[src/rtl/mem_access_unit.sv]
// Load/store front-end between the EX/MEM boundary and the byte-addressed data RAM.
// Validates each request, drives the RAM ports and returns extended load data.
//
// state     | meaning
// ----------+-------------------------------------------------------------
// IDLE      | ready for a request; stores and rejected requests finish here
// LOAD_WAIT | RAM read word arrives this cycle; extract and register result
module mem_access_unit #(
   parameter int ADDR_WIDTH = 5
) (
   input  logic                  clk,
   input  logic                  i_rst,
   input  logic                  i_req_valid,
   output logic                  o_req_ready,
   input  logic                  i_req_is_store,
   input  logic [2:0]            i_funct3,
   input  logic [31:0]           i_addr,
   input  logic [31:0]           i_wdata,
   output logic [ADDR_WIDTH-1:0] o_mem_waddr,
   output logic [ADDR_WIDTH-1:0] o_mem_raddr,
   output logic [31:0]           o_mem_din,
   output logic [1:0]            o_mem_wsize,
   output logic                  o_mem_wen,
   output logic                  o_mem_ren,
   input  logic [31:0]           i_mem_dout,
   output logic                  o_rsp_valid,
   output logic                  o_rsp_is_load,
   output logic [31:0]           o_rdata,
   output logic                  o_err
);

   typedef enum logic {
      IDLE      = 1'b0,
      LOAD_WAIT = 1'b1
   } state_t;

   state_t      state;
   state_t      state_nxt;
   logic        accept;
   logic        misaligned;
   logic        out_of_range;
   logic        bad_funct3;
   logic        req_err;
   logic [1:0]  store_size;
   logic [2:0]  load_funct3;
   logic [31:0] load_word;

   assign o_mem_waddr = i_addr[ADDR_WIDTH-1:0];
   assign o_mem_raddr = i_addr[ADDR_WIDTH-1:0];
   assign o_mem_din   = i_wdata;

   always_comb begin
      misaligned = 1'b0;
      case (i_funct3[1:0])
         2'b01:   misaligned = i_addr[0];
         2'b10:   misaligned = |i_addr[1:0];
         default: misaligned = 1'b0;
      endcase
   end

   assign out_of_range = |i_addr[31:ADDR_WIDTH];

   always_comb begin
      bad_funct3 = 1'b1;
      if (i_req_is_store) begin
         bad_funct3 = (i_funct3 > 3'b010);
      end else begin
         case (i_funct3)
            3'b000, 3'b001, 3'b010, 3'b100, 3'b101: bad_funct3 = 1'b0;
            default:                                bad_funct3 = 1'b1;
         endcase
      end
   end

   assign req_err = misaligned | out_of_range | bad_funct3;

   always_comb begin
      store_size = 2'b00;
      case (i_funct3[1:0])
         2'b00:   store_size = 2'b01;
         2'b01:   store_size = 2'b10;
         2'b10:   store_size = 2'b11;
         default: store_size = 2'b00;
      endcase
   end

   // Reset wins over a pending request: nothing is accepted while i_rst is high.
   always_comb begin
      state_nxt   = state;
      o_req_ready = 1'b0;
      accept      = 1'b0;
      o_mem_wen   = 1'b0;
      o_mem_ren   = 1'b0;
      o_mem_wsize = 2'b00;
      case (state)
         IDLE: begin
            o_req_ready = ~i_rst;
            accept      = i_req_valid & ~i_rst;
            if (accept && !req_err) begin
               if (i_req_is_store) begin
                  o_mem_wen   = 1'b1;
                  o_mem_wsize = store_size;
               end else begin
                  o_mem_ren = 1'b1;
                  state_nxt = LOAD_WAIT;
               end
            end
         end
         LOAD_WAIT: state_nxt = IDLE;
         default:   state_nxt = IDLE;
      endcase
   end

   always_comb begin
      load_word = i_mem_dout;
      case (load_funct3)
         3'b000:  load_word = {{24{i_mem_dout[7]}}, i_mem_dout[7:0]};
         3'b001:  load_word = {{16{i_mem_dout[15]}}, i_mem_dout[15:0]};
         3'b100:  load_word = {24'd0, i_mem_dout[7:0]};
         3'b101:  load_word = {16'd0, i_mem_dout[15:0]};
         default: load_word = i_mem_dout;
      endcase
   end

   always_ff @(posedge clk) begin
      if (i_rst) begin
         state         <= IDLE;
         load_funct3   <= 3'b000;
         o_rsp_valid   <= 1'b0;
         o_rsp_is_load <= 1'b0;
         o_err         <= 1'b0;
         o_rdata       <= 32'd0;
      end else begin
         state <= state_nxt;
         if (accept && !i_req_is_store) begin
            load_funct3 <= i_funct3;
         end
         // Stores and rejected requests answer straight from IDLE; o_rdata is kept on errors.
         if (accept && (i_req_is_store || req_err)) begin
            o_rsp_valid   <= 1'b1;
            o_rsp_is_load <= ~i_req_is_store;
            o_err         <= req_err;
         end else if (state == LOAD_WAIT) begin
            o_rsp_valid   <= 1'b1;
            o_rsp_is_load <= 1'b1;
            o_err         <= 1'b0;
            o_rdata       <= load_word;
         end else begin
            o_rsp_valid   <= 1'b0;
            o_rsp_is_load <= 1'b0;
            o_err         <= 1'b0;
         end
      end
   end

endmodule
[config.mk]
export PLATFORM = sky130hd
export DESIGN_NAME = mem_access_unit
export DESIGN_NICKNAME = d
export VERILOG_FILES = /design/src/rtl/mem_access_unit.sv
export SDC_FILE = /design/constraint.sdc
export NUM_CORES = 1
export LEC_CHECK = 0
export BUFFER_PORTS_ARGS = -buffer_cell sky130_fd_sc_hd__buf_2
export CORE_UTILIZATION = 37
export CTS_CLUSTER_DIAMETER = 150
export DETAILED_ROUTE_END_ITERATION = 10
export PLACE_DENSITY = 0.87
export SETUP_SLACK_MARGIN = 0.15
export SLEW_MARGIN = 20
export SYNTH_ARGS = -nofsm -noshare
export SYNTH_HDL_FRONTEND = slang
export SYNTH_SLANG_ARGS = --single-unit
[constraint.sdc]
create_clock -name clk -period 2.2 [get_ports clk]
set_input_delay 0.44 -clock clk [delete_from_list [all_inputs] [get_ports clk]]
set_output_delay 0.44 -clock clk [all_outputs]
set_load 0.05 [all_outputs]
Word-level counts from Yosys, hierarchy flattened --
Cells that the tools add are included.
Storage, ports and cells: register bits after elaboration 39, input bits 103, output and inout bits 82, word-level logic and storage cells 57
Cells by class: $lt $le $gt $ge 1, eq/ne operators 9, multiplexer cells 20, bitwise logic cells 7, reduce and logical (&&, ||, !) cells 14
Operator list (number):
- one-hot mux 32 bit (4 select lines) | 1
- OR reduction 27 bit | 1
- 2-to-1 mux 1 bit | 13
- equality test 3 bit (second input constant) | 4
- equality test 3 x 1 -> 1 bit (second input constant) | 2
- logical NOT 3 bit | 2
- 2-to-1 mux 2 bit | 3
- one-hot mux 2 bit (3 select lines) | 1
- OR reduction 5 bit | 1
- NOT 1 bit | 4
- one-hot mux 1 bit (2 select lines) | 2
- OR reduction 2 bit | 2
- equality test 3 x 2 -> 1 bit (second input constant) | 1
- greater-than comparator 3 x 2 -> 1 bit (second input constant) | 1
- logical AND 1 bit | 3
- equality test 2 x 1 -> 1 bit (second input constant) | 1
- equality test 2 bit (second input constant) | 1
- logical NOT 1 bit | 2
- logical NOT 2 bit | 1
- OR 1 bit | 2
- AND reduction 2 bit | 1
- bitwise AND 1 bit | 1
- logical OR 1 bit | 1

Logic depth before layout (Yosys ltp) --
depth in word-level cells 9, depth in mapped cells 6, gate-level depth less buffers 6

Least setup slack after synthesis --
No wires, ideal clock.
path kind register -> output, from reg state, to out o_mem_wen, data arrival time 2.623 ns, data required time 1.760 ns, setup slack -0.863 ns, cell stages (with the launch flop) 5, path through dfxtp_1 -> buf_2 -> nor2_1 -> nand3_1 -> nor3_1
Between the ends: longest elaborated chain between the ends 1
Ends and longest elaborated chain:
- from (decl) | RTL line 37 | state_t state;
- from (signal assigned) | RTL line 134 | state <= state_nxt;
- 2-to-1 mux 1 bit | RTL line 95 | case (state)
- to (decl) | RTL line 23 | output logic o_mem_wen,
Every way passes these cells.

Worst setup path after layout --
from in i_addr[19], to out o_mem_wsize[1]
Between the ends: longest elaborated chain between the ends 7
Ends and longest elaborated chain:
- from (decl) | RTL line 17 | input logic [31:0] i_addr,
- OR reduction 27 bit | RTL line 61 | assign out_of_range = |i_addr[31:ADDR_WIDTH];
- OR 1 bit (2 in series) | RTL line 75 | assign req_err = misaligned | out_of_range | bad_funct3;
- logical NOT 1 bit | RTL line 99 | if (accept && !req_err) begin
- logical AND 1 bit | RTL line 99
- 2-to-1 mux 2 bit | RTL line 99
- 2-to-1 mux 2 bit | RTL line 95
- to (decl) | RTL line 22 | output logic [1:0] o_mem_wsize,
Every way passes these cells.

==> impl_results.md <==
* Post-layout minimum cycle time at around 2.3 ns
* Post-synth design cell area at approximately 2000 um2
* Clock Path Buffers at 2
* Fin nets at ~430
* Worst-path clk slew at roughly 0.07 ns
* Post-synth top cells: buf_4 (42), dfxtp_1 (39), nor2_1 (36)
* Area growth from synthesis to layout at 44.5%
* Maximum clock rate at ~0.44 GHz
* Root buffer cell: clkbuf_8
* Fin Clk Skew at 0.00920 ns
* Row count at 26
* Grt total ovfl at 0
* TNS Setup at -0.0788 ns
* Run status: finished, violations left
* Worst path slowest cell: or3_4
* Number of global-route vias before repair at between 1500 and 2000
* Synth top area share at 0.389
* H-tree depth at 2
* Worst hold path type: in -> reg
* # IOs at 185
* Worst-skew pair later-pin latency at around 0.29 ns
* Share of cells above drive strength 1 at 0.530
* DP Cell Count at 381
* Wirelength, routed at approximately 5200 um
* CP arrival at about 1.8 ns
* Internal at around 0.0013 W
* Leakage at approximately 1.3 nW
* First-pass GRT wire length at 7400 um
* Power density cells at around 570 nW/um2
* Placement Setup Slack at -0.171 ns
* Ys Warns at 0
* Net Count, Synth at roughly 350
* Comb power frac at 0.148
* Sw power at approximately 0.00037 W
* Clock sinks at 39
* WP buf/inv at 2
* Max_cap viols at 0
* Drc violations at 0
* Post-synth EDFFs at 0
* Max incr delay on CP at slightly below 0.4 ns
* Tcrit/Tclk final at 1.02
* Starting Density at 0.388
* Fin. Hold Viols at 0
* Unrepaired setup endpoints after global routing: yes
* Post-DP HPWL at ~3400 um
* Core Region at 5170 um2
* Measured slew at the worst slew-check pin at around 0.7 ns
* Main area contributors after synthesis: dfxtp_1 (39%), buf_4 (16%), a21oi_1 (7.5%)
* Most frequent cell after synthesis: buf_4
* Failing checks: setup timing
* PortBufs at between 100 and 150
* Switching part of the total at 0.223
* Tot Pwr at 0.00165 W
* First DRT Iteration DRCs at 76
* Setup crit end kind: output port
* Die area at 5730 um2
* WL per Instance at ~13 um
* Cells after Synth at 240
* Routability cong. at just over 0.8
* Number of buffers created by CTS at 5
* Pin count of the biggest net entering global routing at 38
* TritonCTS clock tree: yes
* Avg Synthesized Cell Area at 8.37 um2
* Worst slew margin relative to its limit at 0.537
* Sequential area share after synthesis at 0.389
* Netlist cell types at 30
* Tot GR Track Use at 0.171
* Final worst slack at -0.0504 ns
* Startpoint Class: input pin
* Initial antenna violation count at 0
* Worst-path cell chain: buf_6, nor4_4, nand3_1, or3_4, nor4_4, buf_6
* Finished Layout Cells at approximately 400
* Routed via count at around 1900
* Kind of critical path: in -> out
* CTS Hold Bufs at 0
* Ant. Diodes at 0
* Crit Path Max Fanout at 3
* Async set-reset flop share out of synthesis at 0
* Worst Path Required at about 1.8 ns
* TritonRoute pass-1 iters at 6
* Max-slew violation count at 0
* Yosys reg bits at 39
* Power share of the clock group at 0.420
* Number of vias per cell at 4.83
* Ys flop type: dfxtp_1
* DIE HEIGHT at approximately 76 um
* Die width at 75.7 um
* Antenna-violating nets left at 0
* Reg power frac at 0.433
* CP delay by family, top: simple AND/OR/NAND/NOR gates
* Max VDD drop at around 0.4 mV
* Final setup violation count at 2
* Cell taking the most area after synthesis: dfxtp_1
==> metrics by stage <==
step | hold slack (ns) | util | instance area [um2]
2_1_floorplan | 0.475 | - | 2060
3_3_place_gp | 0.468 | 0.472 | 2440
3_5_place_dp | 0.476 | 0.472 | 2440
4_1_cts | 0.383 | 0.539 | 2790
5_1_grt | 0.398 | 0.561 | 2900
6_report | 0.393 | 0.561 | 2900
==> cell usage in the layout (no fill, tap or decap), drive strengths merged, types with 2 or more instances in the layout <==
cell	n
a211oi	2
a21oi	30
and3	2
buf	134
bufinv	2
clkbuf	6
dfxtp	39
ha	4
inv	3
mux2i	9
nand2	6
nand3	2
nor2	37
nor3	27
nor4	8
o21ai	5
o21bai	3
==> routing by layer <==
metal  GRT usage  part of all wire  up-vias
met3      0.0489             0.075       17
met5           0                 0        -
met4      0.0823             0.023        0
li1            -                 -      952
met1       0.189              0.41      864
met2       0.301              0.49       88
==> flip-flops by register name, summed over array words and instances, names as in the netlist <==
| name | flops |
|---|---|
| o_rsp_valid | 1 |
| load_funct3 | 3 |
| o_rdata | 32 |
| o_err | 1 |
| o_rsp_is_load | 1 |
| state | 1 |
==> final cells by class <==
class / count / area, um2
Multi-Input combinational cell: 144 / 1040
Clock inverter: 2 / 60.1
Clock buffer: 6 / 72.6
Tap cell: 70 / 87.6
Inverter: 3 / 18.8
Fill cell: 441 / 2270
Sequential cell: 39 / 782
Timing Repair Buffer: 134 / 838
==> cells by family (layout without fill, tap and decap cells) <==
family          count (synthesis)  in the layout  synth area share
buf+inv                        57            145             0.189
fa+ha+maj                       4              4            0.0249
compound gates                 43             43             0.129
mux                            10             10            0.0505
simple gates                   87             87             0.218
flops                          39             39             0.389
==> tightest hold or removal path, delay by kind of cell <==
family	cells	cell delay, ns
buf+inv	1	0.07
simple gates	1	0.07
mux	1	0.05
==> final timing paths <==
| check | start | to | slack [ns] | cells after the start |
|---|---|---|---|---|
| worst max-delay path | i_addr[19] | o_mem_wsize[1] | -0.05 | 6 |
| worst min-delay path | i_mem_dout[6] | o_rdata[6] | 0.39 | 3 |
| worst max register to register | state | o_rdata[18] | 0.67 | 4 |
| worst min register to register | o_rdata[16] | o_rdata[16] | 0.49 | 2 |
==> power groups by stage <==
stage,registers (W),logic [W],clock network (W)
after floorplan,0.000736,0.000268,0
after global placement,0.000728,0.000180,0
after detailed placement,0.000729,0.000184,0
after CTS,0.000712,0.000219,0.000718
after global routing,0.000713,0.000260,0.000747
final,0.000712,0.000243,0.000692
==> what timing repair did <==
action	in CTS	in global routing
endpoints found under the setup margin	4	4
buffers inserted	6	3
pin swaps	7	7
gates resized for setup	39	18
Power figures use the tool's default switching activity.
